File: src/rtl/vx_launch_pkg.sv
// vx_launch_pkg: shared definitions for the Vortex launch sequencer.
//   - DCR bus width defaults (overridable from the build)
//   - host command opcode encoding
//   - launch FSM state encoding
//   - max_i helper for sizing the shared timer
`ifndef VX_DCR_ADDR_WIDTH
`define VX_DCR_ADDR_WIDTH 12
`endif
`ifndef VX_DCR_DATA_WIDTH
`define VX_DCR_DATA_WIDTH 32
`endif

package vx_launch_pkg;

  localparam logic [1:0] OP_NOP    = 2'd0;
  localparam logic [1:0] OP_DCR_WR = 2'd1;
  localparam logic [1:0] OP_START  = 2'd2;
  localparam logic [1:0] OP_ABORT  = 2'd3;

  typedef enum logic [2:0] {
    ST_IDLE,
    ST_DCR,
    ST_RST,
    ST_WAIT_BUSY,
    ST_RUN
  } state_t;

  function automatic int max_i(input int a, input int b);
    return (a > b) ? a : b;
  endfunction

endpackage

File: src/rtl/vx_launch_timer.sv
// vx_launch_timer: loadable down-counter with a zero flag.
//   clk, reset : clock, synchronous active-high reset (count -> 0)
//   load       : load load_val this cycle (wins over dec)
//   load_val   : value to load
//   dec        : decrement by one, holding at zero
//   zero       : count == 0
module vx_launch_timer #(
  parameter int W = 8
) (
  input  logic         clk,
  input  logic         reset,
  input  logic         load,
  input  logic [W-1:0] load_val,
  input  logic         dec,
  output logic         zero
);

  logic [W-1:0] cnt;

  always_ff @(posedge clk) begin
    if (reset)                    cnt <= '0;
    else if (load)                cnt <= load_val;
    else if (dec && cnt != '0)    cnt <= cnt - W'(1);
  end

  assign zero = (cnt == '0);

endmodule

File: src/rtl/vx_launch_ctrl.sv
// vx_launch_ctrl: host-side launch sequencer for the Vortex AXI top.
//   clk, reset      : clock, synchronous active-high reset
//   cmd_valid/ready : host command handshake; cmd_op NOP/DCR_WRITE/START/ABORT
//   cmd_addr/data   : DCR write payload
//   dcr_wr_*        : one-cycle DCR write strobe toward Vortex
//   vx_reset        : Vortex core reset (held high while idle until first START)
//   vx_busy         : Vortex busy
//   running         : launch in progress (RST, WAIT_BUSY, RUN)
//   done / error    : sticky completion / timeout-or-abort flags
//   cycle_count     : cycles spent in RUN for the last or current launch
module vx_launch_ctrl
  import vx_launch_pkg::*;
#(
  parameter int RESET_CYCLES = 16,
  parameter int BUSY_TIMEOUT = 1024,
  parameter int CNT_WIDTH    = 64
) (
  input  logic                          clk,
  input  logic                          reset,
  input  logic                          cmd_valid,
  output logic                          cmd_ready,
  input  logic [1:0]                    cmd_op,
  input  logic [`VX_DCR_ADDR_WIDTH-1:0] cmd_addr,
  input  logic [`VX_DCR_DATA_WIDTH-1:0] cmd_data,
  output logic                          dcr_wr_valid,
  output logic [`VX_DCR_ADDR_WIDTH-1:0] dcr_wr_addr,
  output logic [`VX_DCR_DATA_WIDTH-1:0] dcr_wr_data,
  output logic                          vx_reset,
  input  logic                          vx_busy,
  output logic                          running,
  output logic                          done,
  output logic                          error,
  output logic [CNT_WIDTH-1:0]          cycle_count
);

  localparam int TMR_W = $clog2(max_i(RESET_CYCLES, BUSY_TIMEOUT) + 1);

  state_t             state, state_nx;
  logic               cmd_acc, abort_acc, start_acc, dcr_acc;
  logic               tmr_load, tmr_dec, tmr_zero;
  logic [TMR_W-1:0]   tmr_val;

  // ABORT bypasses cmd_ready's IDLE-only rule, so it is decoded on its own.
  assign cmd_acc   = cmd_valid && cmd_ready;
  assign abort_acc = cmd_valid && !reset && (cmd_op == OP_ABORT);
  assign start_acc = cmd_acc && (state == ST_IDLE) && (cmd_op == OP_START);
  assign dcr_acc   = cmd_acc && (state == ST_IDLE) && (cmd_op == OP_DCR_WR);

  vx_launch_timer #(.W(TMR_W)) u_timer (
    .clk      (clk),
    .reset    (reset),
    .load     (tmr_load),
    .load_val (tmr_val),
    .dec      (tmr_dec),
    .zero     (tmr_zero)
  );

  always_ff @(posedge clk) begin
    if (reset) state <= ST_IDLE;
    else       state <= state_nx;
  end

  always_comb begin
    state_nx = state;
    if (abort_acc) begin
      state_nx = ST_IDLE;
    end else begin
      case (state)
        ST_IDLE:      if (start_acc) state_nx = ST_RST;
                      else if (dcr_acc) state_nx = ST_DCR;
        ST_DCR:       state_nx = ST_IDLE;
        ST_RST:       if (tmr_zero) state_nx = ST_WAIT_BUSY;
        ST_WAIT_BUSY: if (vx_busy) state_nx = ST_RUN;
                      else if (tmr_zero) state_nx = ST_IDLE;
        ST_RUN:       if (!vx_busy) state_nx = ST_IDLE;
        default:      state_nx = ST_IDLE;
      endcase
    end
  end

  always_comb begin
    cmd_ready = !reset && ((state == ST_IDLE) || (cmd_op == OP_ABORT));
    running   = (state == ST_RST) || (state == ST_WAIT_BUSY) || (state == ST_RUN);
    // A write still sitting in DCR is dropped if reset or ABORT lands on it.
    dcr_wr_valid = (state == ST_DCR) && !reset && !abort_acc;
    tmr_load = 1'b0;
    tmr_val  = '0;
    tmr_dec  = 1'b0;
    if (start_acc) begin
      tmr_load = 1'b1;
      tmr_val  = TMR_W'(RESET_CYCLES - 1);
    end else if ((state == ST_RST) && tmr_zero) begin
      tmr_load = 1'b1;
      tmr_val  = TMR_W'(BUSY_TIMEOUT - 1);
    end else begin
      tmr_dec = (state == ST_RST) || (state == ST_WAIT_BUSY);
    end
  end

  always_ff @(posedge clk) begin
    if (reset) begin
      dcr_wr_addr <= '0;
      dcr_wr_data <= '0;
      vx_reset    <= 1'b1;
      done        <= 1'b0;
      error       <= 1'b0;
      cycle_count <= '0;
    end else begin
      // Every RUN cycle counts, including the one on which the launch ends.
      if (state == ST_RUN) cycle_count <= cycle_count + CNT_WIDTH'(1);
      if (abort_acc) begin
        vx_reset <= 1'b1;
        if (running) error <= 1'b1;
      end else begin
        if (dcr_acc) begin
          dcr_wr_addr <= cmd_addr;
          dcr_wr_data <= cmd_data;
        end
        if (start_acc) begin
          done        <= 1'b0;
          error       <= 1'b0;
          cycle_count <= '0;
          vx_reset    <= 1'b1;
        end
        if ((state == ST_RST) && tmr_zero) vx_reset <= 1'b0;
        if ((state == ST_WAIT_BUSY) && !vx_busy && tmr_zero) begin
          error    <= 1'b1;
          vx_reset <= 1'b1;
        end
        // vx_reset stays low after completion so results remain readable.
        if ((state == ST_RUN) && !vx_busy) done <= 1'b1;
      end
    end
  end

endmodule

File: config.mk
export PLATFORM = sky130hd
export DESIGN_NAME = vx_launch_ctrl
export DESIGN_NICKNAME = d
export VERILOG_FILES = /design/src/rtl/vx_launch_pkg.sv /design/src/rtl/vx_launch_timer.sv /design/src/rtl/vx_launch_ctrl.sv
export SDC_FILE = /design/constraint.sdc
export NUM_CORES = 1
export LEC_CHECK = 0
export BUFFER_PORTS_ARGS = -buffer_cell sky130_fd_sc_hd__buf_2
export CORE_MARGIN = 5
export CORE_UTILIZATION = 40
export DETAILED_ROUTE_END_ITERATION = 10
export GPL_ROUTABILITY_DRIVEN = 0
export PLACE_DENSITY = 0.61
export SYNTH_ARGS = -nofsm -noshare
export SYNTH_HDL_FRONTEND = slang
export SYNTH_SLANG_ARGS = --single-unit
File: constraint.sdc
create_clock -name clk -period 7 [get_ports clk]
set_clock_uncertainty 0.15 [all_clocks]
set_input_delay 2.1 -clock clk [delete_from_list [all_inputs] [get_ports clk]]
set_output_delay 2.1 -clock clk [all_outputs]
set_load 0.02 [all_outputs]
Word level (Yosys, flattened, before mapping):

Cells that the tools add are included.

* add/subtract/negate cells: 2
* multipliers: 0
* equality and inequality tests: 12
* div/mod/pow operators: 0
* reductions and logical operators: 33
* multiplexer cells: 25
* shift-type cells: 0
* $lt $le $gt $ge: 0
* bitwise operators: 1

Operator list (number)
* $mux 64: 3
* $add 64x1->64 const B: 1
* $mux 11: 2
* $mux 10: 2
* $mux 3: 6
* $logic_and 1x1->1: 14
* $pmux 3 s4: 1
* $logic_not 11->1: 1
* $mux 1: 11
* $reduce_bool 11->1: 1
* $sub 11x1->11 const B: 1
* $eq 3x2->1 const B: 2
* $ne 2x2->1 const B: 3
* $ne 3x3->1 const B: 2
* $reduce_and 2->1: 3
* $reduce_bool 2->1: 3
* $eq 2x2->1 const B: 2
* $reduce_and 4->1: 1
* $eq 3x1->1 const B: 1
* $eq 3x3->1 const B: 1
* $logic_not 1->1: 3
* $logic_not 3->1: 1
* $logic_or 1x1->1: 3
* $reduce_bool 3->1: 1
* 4 further kinds: 4

* word-level logic and storage cells: 81
* memories: 0
* bits of input ports: 50
* bits in writable memories: 0
* memory bits (read-only): 0
* output and inout port bits: 114
* latch bits: 0
* register bits after elaboration: 125

Longest topological paths before layout:

Gate-level depths: netlist of the first run.

* depth in word-level cells: 10
* depth in mapped cells: 8
* depth with buffers taken out: 7

Hierarchy:

From an unflattened synthesis of the first run, not the netlist that was laid out.

* cells, all modules: 686
* area, all modules: 5571.6 um^2

Modules (own cells, without submodules)
* vx_launch_ctrl: area each 4897.2 um^2, seq. area each 2282.2 um^2, cells an instance 609, instances 1
* vx_launch_timer: area each 674.4 um^2, seq. area each 220.2 um^2, cells an instance 77, instances 1

Least setup slack after synthesis of the first run:

No wires, ideal clock.

* path kind: input port to output port
* from: in reset
* to: out cmd_ready
* data arrival time: 3.076 ns
* buffers on the path: 3
* slack: 1.674 ns
* required time: 4.750 ns
* cell stages on the path: 4
* cells stage by stage: clkbuf_1 > clkbuf_1 > clkbuf_1 > a21oi_1

* word-level cells in the longest chain between the ends: 2

Ends and longest elaborated chain
* start, declared: RTL line vx_launch_ctrl.sv:19 `input logic reset,`
* $logic_not 1->1: RTL line vx_launch_ctrl.sv:82 `cmd_ready = !reset && ((state == ST_IDLE) || (cmd_op == OP_ABORT));`
* $logic_and 1x1->1: RTL line vx_launch_ctrl.sv:82
* end, declared: RTL line vx_launch_ctrl.sv:21 `output logic cmd_ready,`

Every way passes these cells.

Worst setup path after layout of the first run:

* from: in cmd_op[0]
* to: out dcr_wr_valid

* word-level cells in the longest chain between the ends: 4

Ends and longest elaborated chain
* start, declared: RTL line vx_launch_ctrl.sv:22 `input logic [1:0] cmd_op,`
* $eq 2x2->1: RTL line vx_launch_ctrl.sv:45 `assign abort_acc = cmd_valid && !reset && (cmd_op == OP_ABORT);`
* $logic_and 1x1->1: RTL line vx_launch_ctrl.sv:45
* $logic_not 1->1: RTL line vx_launch_ctrl.sv:85 `dcr_wr_valid = (state == ST_DCR) && !reset && !abort_acc;`
* $logic_and 1x1->1: RTL line vx_launch_ctrl.sv:85
* end, declared: RTL line vx_launch_ctrl.sv:25 `output logic dcr_wr_valid,`

Every way passes these cells.

==> impl_metrics.py, run 1 <==
metrics = {
    "setup_path": {
        "endpoint_kind": "output port",
        "slowest_delay_ns": 0.46,
        "critPathTopFamily": "compound AO/OA/AOI/OAI gates",
        "worstPathRequired_ns": 4.75,
        "rrSetupSlack_ns": 3.75,
        "cp_common_cell": "buf_2",
        "worst-path-buf-inv": 2,
        "cp.arrival_ns": 3.11,
        "cp_max_fo": 7,
        "rr_endpoint": "cycle_count[54]",
        "r2r-start": "state[2]",
        "crit_type": "in2out",
        "cp-start-kind": "input port",
        "crit_chain": "buf_2, a31oi_1, and3_1, buf_2",
        "worstRegToRegCells": 5,
        "cp_slowest_cell": "a31oi_1",
    },
    "yosys": {
        "syn-cell-area_um2": 5547,
        "synth_warnings": 0,
        "synth.area.top_cells": "dfxtp_1 (45%), nand2_1 (8.5%), a21oi_1 (8.2%)",
        "async_flop_share": 0,
        "synth_seq_cells": 125,
        "synthCells": 671,
        "synth.net_count": 723,
        "avgSynthCellArea_um2": 8.266,
        "seq_area_frac_synth": 0.4512,
        "synthDistinctLibCells": 56,
        "netlist.area_leader.share": 0.4512,
        "synth_edf_count": 0,
        "synth-main-ff-cell": "dfxtp_1",
        "synthTopCellsByCount": "dfxtp_1 (125), nand2_1 (125), a21oi_1 (91), nor2_1 (45), nand3_1 (24)",
        "synth_top_area_cell": "dfxtp_1",
    },
    "final_layout": {
        "stdcell_count": 1013,
        "diodes": 0,
        "area_delta_synth_final_pct": 26.57,
        "final_nets": 872,
        "drive_above_1_share": 0.2581,
        "fin_util": 0.5117,
    },
    "clocking": {
        "cts_tree": "built",
        "numCtsBuffers": 17,
        "h-tree-depth": 4,
        "clock_latency_ns": 0.41,
        "cts-resized-gates": 0,
        "cts_root_buf": "clkbuf_16",
        "clk_pin_slew_ns": 0.06,
        "clock_path_buffers": 2,
        "cts_setup_buffers": 0,
        "cts_hold_buf": 0,
        "clock_sinks": 125,
    },
    "drt": {
        "drc": 0,
        "viasPerCell": 5.348,
        "first_pass_iters": 4,
        "drt_iter0_markers": 368,
        "wire_per_inst_um": 15.03,
        "ant_nets": 0,
        "drt-total-wl_um": 15230,
        "via_count": 5418,
    },
    "floorplan": {
        "fp-row-count": 43,
        "pin_count": 164,
        "dieArea_um2": 16320,
        "initial_utilization": 0.4043,
        "fp.coreArea_um2": 13720,
        "die_y_um": 127.8,
        "die_x_um": 127.8,
    },
    "power_and_ir_drop": {
        "p_per_area_nw_per_um2": 234.7,
        "clkPwrFrac": 0.515,
        "seqPwrFrac": 0.440,
        "p_total_mw": 1.648,
        "ir_worst_vdd_mv": 0.1369,
        "power_frac_comb": 0.045,
        "sw_frac_of_total": 0.2247,
        "switchingPower_mw": 0.3703,
        "cellInternalPower_mw": 1.277,
        "power_leakage_nw": 2.812,
    },
    "sta": {
        "finalSetupViolCount": 0,
        "maxSlewViolCount": 0,
        "period_share": 0.7657,
        "tightest_slew_ns": 0.8950,
        "hold_viol": 0,
        "relSlewSlack": 0.4034,
        "fin_ws_ns": 1.640,
        "rsz0062_at_grt": "no",
        "final.min_clock_period_ns": 5.360,
        "fin_tns_setup_ns": 0,
        "fmax_mhz": 186.6,
    },
    "placement": {
        "io_buffer_count": 163,
        "dp_hpwl_um": 10930,
        "dp_cells": 981,
        "pre_cts_ws_ns": 1.623,
    },
    "global_route": {
        "track_usage": 0.1850,
        "grt_max_degree": 55,
        "antenna_found_initial": 0,
        "grt_overflow": 0,
        "grt_first_pass_wirelength_um": 24950,
        "grt_pass1_vias": 5086,
    },
    "min_path": {
        "hold_end": "dcr_wr_data[9]",
        "min_path_type": "reg2reg",
        "hold_start": "dcr_wr_data[9]",
        "min_path_cells": 2,
    },
    "run_status": {
        "outcome": "complete, no violations",
    },
    "job": {
        "cap_violations": 0,
    },
}
==> layout make-up <==
| type | instances | area, um2 |
|---|---|---|
| fillers | 1338 | 6699 |
| repair buffers | 168 | 853.3 |
| clock inverters | 11 | 117.6 |
| well taps | 180 | 225.2 |
| clock buffers | 21 | 450.4 |
| multi-input cells | 496 | 2826 |
| inverters | 12 | 45.04 |
| flip-flops and latches | 125 | 2502 |
==> per-stage QoR <==
step	hold WS, ns	area, um2
global route	0.3182	7020
global placement	0.2910	6452
CTS	0.3027	7020
finish	0.3024	7020
detailed placement	0.2948	6452
floorplan	0.2967	5547
==> registers in the layout, summed over array words and instances, names as in the netlist <==
signal	cells
dcr_wr_addr	12
error	1
dcr_wr_data	32
done	1
cycle_count	64
state	3
u_timer.cnt	11
vx_reset	1
==> power by group through the flow <==
| stage | combinational [mW] | clock [mW] | sequential, mW |
|---|---|---|---|
| after CTS | 0.0751 | 0.867 | 0.725 |
| final | 0.0744 | 0.849 | 0.725 |
| after detailed placement | 0.0747 | 0 | 0.740 |
| after floorplan | 0.0388 | 0 | 0.745 |
| after global routing | 0.0828 | 0.898 | 0.725 |
| after global placement | 0.0736 | 0 | 0.739 |
==> worst min-delay path: stages, from the launching register on <==
cell,delay [ns]
dfxtp_1,0.31
nand2_1,0.05
a21oi_1,0.05
==> routing by layer <==
layer,vias to the layer above,global-route usage,share of wire
met2,161,0.2933,0.47
met3,31,0.06042,0.080
met4,0,0.06929,0.021
met1,2527,0.2349,0.43
met5,-,0,0
li1,2699,-,-
==> worst max path at each step <==
stage	end	start	slack (ns)	depth (start not counted)
2_1_floorplan	cmd_ready	reset	1.67	4
3_3_place_gp	dcr_wr_valid	cmd_op[0]	1.64	4
3_5_place_dp	dcr_wr_valid	cmd_op[0]	1.62	4
4_1_cts	dcr_wr_valid	cmd_op[0]	1.61	4
5_1_grt	dcr_wr_valid	cmd_op[0]	1.53	4
6_report	dcr_wr_valid	cmd_op[0]	1.64	4
==> cells in the final DEF (no fill, tap or decap), types with 3 or more instances in the layout <==
cell / count
clkbuf_16: 17
or4_2: 3
clkinv_2: 5
nor4_1: 4
nand4_1: 20
a21oi_1: 91
xor2_1: 19
o31ai_1: 23
nor3b_1: 4
and2_1: 6
buf_2: 163
nand2b_1: 4
and4_1: 7
o21ai_0: 13
nand3_1: 24
inv_1: 12
nor3_1: 8
dfxtp_1: 125
clkbuf_1: 3
or3_1: 14
nor2_1: 45
xnor2_1: 14
or4_1: 22
and3_1: 9
buf_4: 5
nand2_1: 125
a31oi_1: 3
a211oi_1: 3
==> kinds of logic after synthesis <==
family	after synthesis	synth area share
buffers and inverters	50	0.04083
xor gates and xnor gates	33	0.05211
AOI/OAI and AO/OA	144	0.1502
adders and majority gates	2	0.004511
and+or+nand+nor	316	0.2993
DFF	125	0.4512
muxes	1	0.001805
No activity file was read; power rests on OpenSTA's default activity.
==> run 2, diff against run 1 <==
- ABC_AREA: unset -> 1
- PLACE_DENSITY: 0.61 -> 0.6
- clock period: 7 -> 5.5 ns (I/O delays scaled with it)
==> impl_metrics.py, run 2 <==
metrics = {
    "setup_path": {
        "worstRegToRegCells": 7,
        "r2r-start": "state[2]",
        "critical_path.endpoint": "dcr_wr_valid",
        "worstPathRequired_ns": 3.70,
        "rrSetupSlack_ns": 3.05,
        "cp-start-kind": "input port",
        "cp.arrival_ns": 2.78,
        "endpoint_kind": "output port",
        "cp_max_fo": 7,
        "worstSetupStartpoint": "reset",
        "rr_endpoint": "cycle_count[46]",
        "crit_type": "in2out",
    },
    "global_route": {
        "grt_overflow": 0,
        "grt_first_pass_wirelength_um": 29750,
        "grt_pass1_vias": 5926,
        "track_usage": 0.2073,
        "antenna_found_initial": 0,
        "grt_max_degree": 51,
    },
    "yosys": {
        "async_flop_share": 0,
        "netlist.area_leader.share": 0.4095,
        "synth_warnings": 0,
        "synthCells": 934,
        "syn-cell-area_um2": 6111,
        "synth_seq_cells": 125,
        "synthTopCellsByCount": "nor2_1 (260), nand2_1 (192), dfxtp_1 (125), o21ai_0 (79), inv_1 (74)",
        "avgSynthCellArea_um2": 6.543,
        "synth_edf_count": 0,
        "synth_top_area_cell": "dfxtp_1",
        "synth.most_common_cell": "nor2_1",
        "synth.net_count": 986,
        "synth.area.top_cells": "dfxtp_1 (41%), nor2_1 (16%), nand2_1 (12%)",
        "synthDistinctLibCells": 37,
        "seq_area_frac_synth": 0.4095,
        "synth-main-ff-cell": "dfxtp_1",
    },
    "clocking": {
        "cts_hold_buf": 0,
        "clock_sinks": 125,
        "cts_tree": "built",
        "cts-resized-gates": 0,
        "cts_setup_buffers": 0,
        "numCtsBuffers": 17,
        "clk_pin_slew_ns": 0.06,
        "clock_path_buffers": 2,
        "h-tree-depth": 4,
        "clock_latency_ns": 0.42,
        "cts_root_buf": "clkbuf_16",
    },
    "final_layout": {
        "area_delta_synth_final_pct": 25.25,
        "stdcell_count": 1300,
        "diodes": 0,
        "layout_common_cells": "nor2_1 (260), nand2_1 (192), buf_2 (163)",
        "drive_above_1_share": 0.2050,
        "final_nets": 1151,
        "reg_top3": "cycle_count (64), dcr_wr_data (32), dcr_wr_addr (12)",
        "final_common_cell": "nor2_1",
        "largest_reg_flops": 64,
        "top_register": "cycle_count",
    },
    "sta": {
        "rsz0062_at_grt": "no",
        "period_share": 0.8318,
        "relSlewSlack": 0.4936,
        "maxSlewViolCount": 0,
        "hold_viol": 0,
        "fmax_mhz": 218.6,
        "whs_ns": 0.3105,
        "final.min_clock_period_ns": 4.575,
        "tightest_slew_ns": 0.7584,
        "fin_tns_setup_ns": 0,
        "finalSetupViolCount": 0,
    },
    "run_status": {
        "outcome": "complete, no violations",
    },
    "drt": {
        "wire_per_inst_um": 14.21,
        "first_pass_iters": 5,
        "via_count": 6374,
        "viasPerCell": 4.903,
        "drc": 0,
        "ant_nets": 0,
        "drt_iter0_markers": 497,
        "drt-total-wl_um": 18480,
    },
    "placement": {
        "dp_hpwl_um": 13990,
        "io_buffer_count": 163,
        "dp_cells": 1268,
    },
    "floorplan": {
        "fp.coreArea_um2": 15090,
        "pin_count": 164,
        "die_y_um": 133.6,
        "dieArea_um2": 17850,
        "fp-row-count": 45,
        "die_x_um": 133.6,
        "initial_utilization": 0.4050,
    },
    "power_and_ir_drop": {
        "clkPwrFrac": 0.466,
        "switchingPower_mw": 0.6574,
        "power_leakage_nw": 3.295,
        "power_frac_comb": 0.123,
        "ir_worst_vdd_mv": 0.2122,
        "seqPwrFrac": 0.411,
        "cellInternalPower_mw": 1.680,
        "sw_frac_of_total": 0.2813,
        "p_per_area_nw_per_um2": 305.3,
    },
    "min_path": {
        "min_path_type": "reg2reg",
    },
    "job": {
        "cap_violations": 0,
    },
}
==> run 2: cell count changes after synthesis, moves of 14 or more <==
cell,change
or4_1,-22
nand3_1,+27
a21oi_1,-48
o31ai_1,-22
nand2_1,+67
inv_1,+62
nor2_1,+215
o21ai_0,+66
or3_1,-14
==> run 2: per-layer routing <==
layer / GRT usage / wire (um) / vias to the layer above
li1: - / - / 3333
met1: 0.2497 / 8097 / 2831
met2: 0.3479 / 8688 / 179
met3: 0.06420 / 1289 / 31
met4: 0.07771 / 400 / 0
met5: 0 / 0 / -
==> run 2: cell type report <==
class / instances / area (um2)
multi-input cells: 708 / 3199
flip-flops and latches: 125 / 2502
fillers: 1618 / 7436
inverters: 81 / 304.0
clock buffers: 18 / 439.2
clock inverters: 14 / 135.1
repair buffers: 166 / 838.3
well taps: 188 / 235.2
==> run 2: through the flow <==
| stage | worst slack [ns] | area [um2] | power [mW] | utilization |
|---|---|---|---|---|
| global route | 0.7998 | 7654 | 2.451 | 0.5072 |
| CTS | 0.9061 | 7654 | 2.361 | 0.5072 |
| global placement | 1.008 | 7079 | 1.269 | 0.4692 |
| finish | 0.9249 | 7654 | 2.337 | 0.5072 |
| floorplan | 1.040 | 6111 | 1.186 | - |
| detailed placement | 0.9153 | 7079 | 1.267 | 0.4692 |
==> run 2: cells by family after synthesis <==
logic type / count (synthesis) / share of synthesized area
flip-flops: 125 / 0.4095
XOR/XNOR: 11 / 0.01577
AND/OR/NAND/NOR: 562 / 0.3911
buffers and inverters: 101 / 0.06695
adder cells (fa/ha/maj): 2 / 0.004094
AO/OA/AOI/OAI: 133 / 0.1126
==> run 2: worst min-delay path by stage <==
| stage | start | end | slack (ns) | cells past startpoint |
|---|---|---|---|---|
| 5_1_grt | done | done | 0.32 | 2 |
| 2_1_floorplan | u_timer.cnt[0] | u_timer.cnt[0] | 0.28 | 2 |
| 3_5_place_dp | done | done | 0.30 | 2 |
| 4_1_cts | u_timer.cnt[0] | u_timer.cnt[0] | 0.31 | 2 |
| 3_3_place_gp | dcr_wr_addr[11] | dcr_wr_addr[11] | 0.31 | 2 |
| 6_report | done | done | 0.31 | 2 |
==> run 2: power groups by stage <==
stage	clock network [mW]	logic (mW)	registers (mW)
floorplan	0	0.189	0.996
global placement	0	0.290	0.979
detailed placement	0	0.288	0.979
CTS	1.11	0.289	0.960
global route	1.16	0.329	0.964
finish	1.09	0.288	0.960
==> run 2: worst max-delay path: stages <==
cell     delay (ns)
buf_2          0.19
inv_2          0.07
nand2_4        0.08
nor2_1         0.05
nor2_1         0.15
inv_1          0.11
nor4_1         0.24
buf_2          0.23
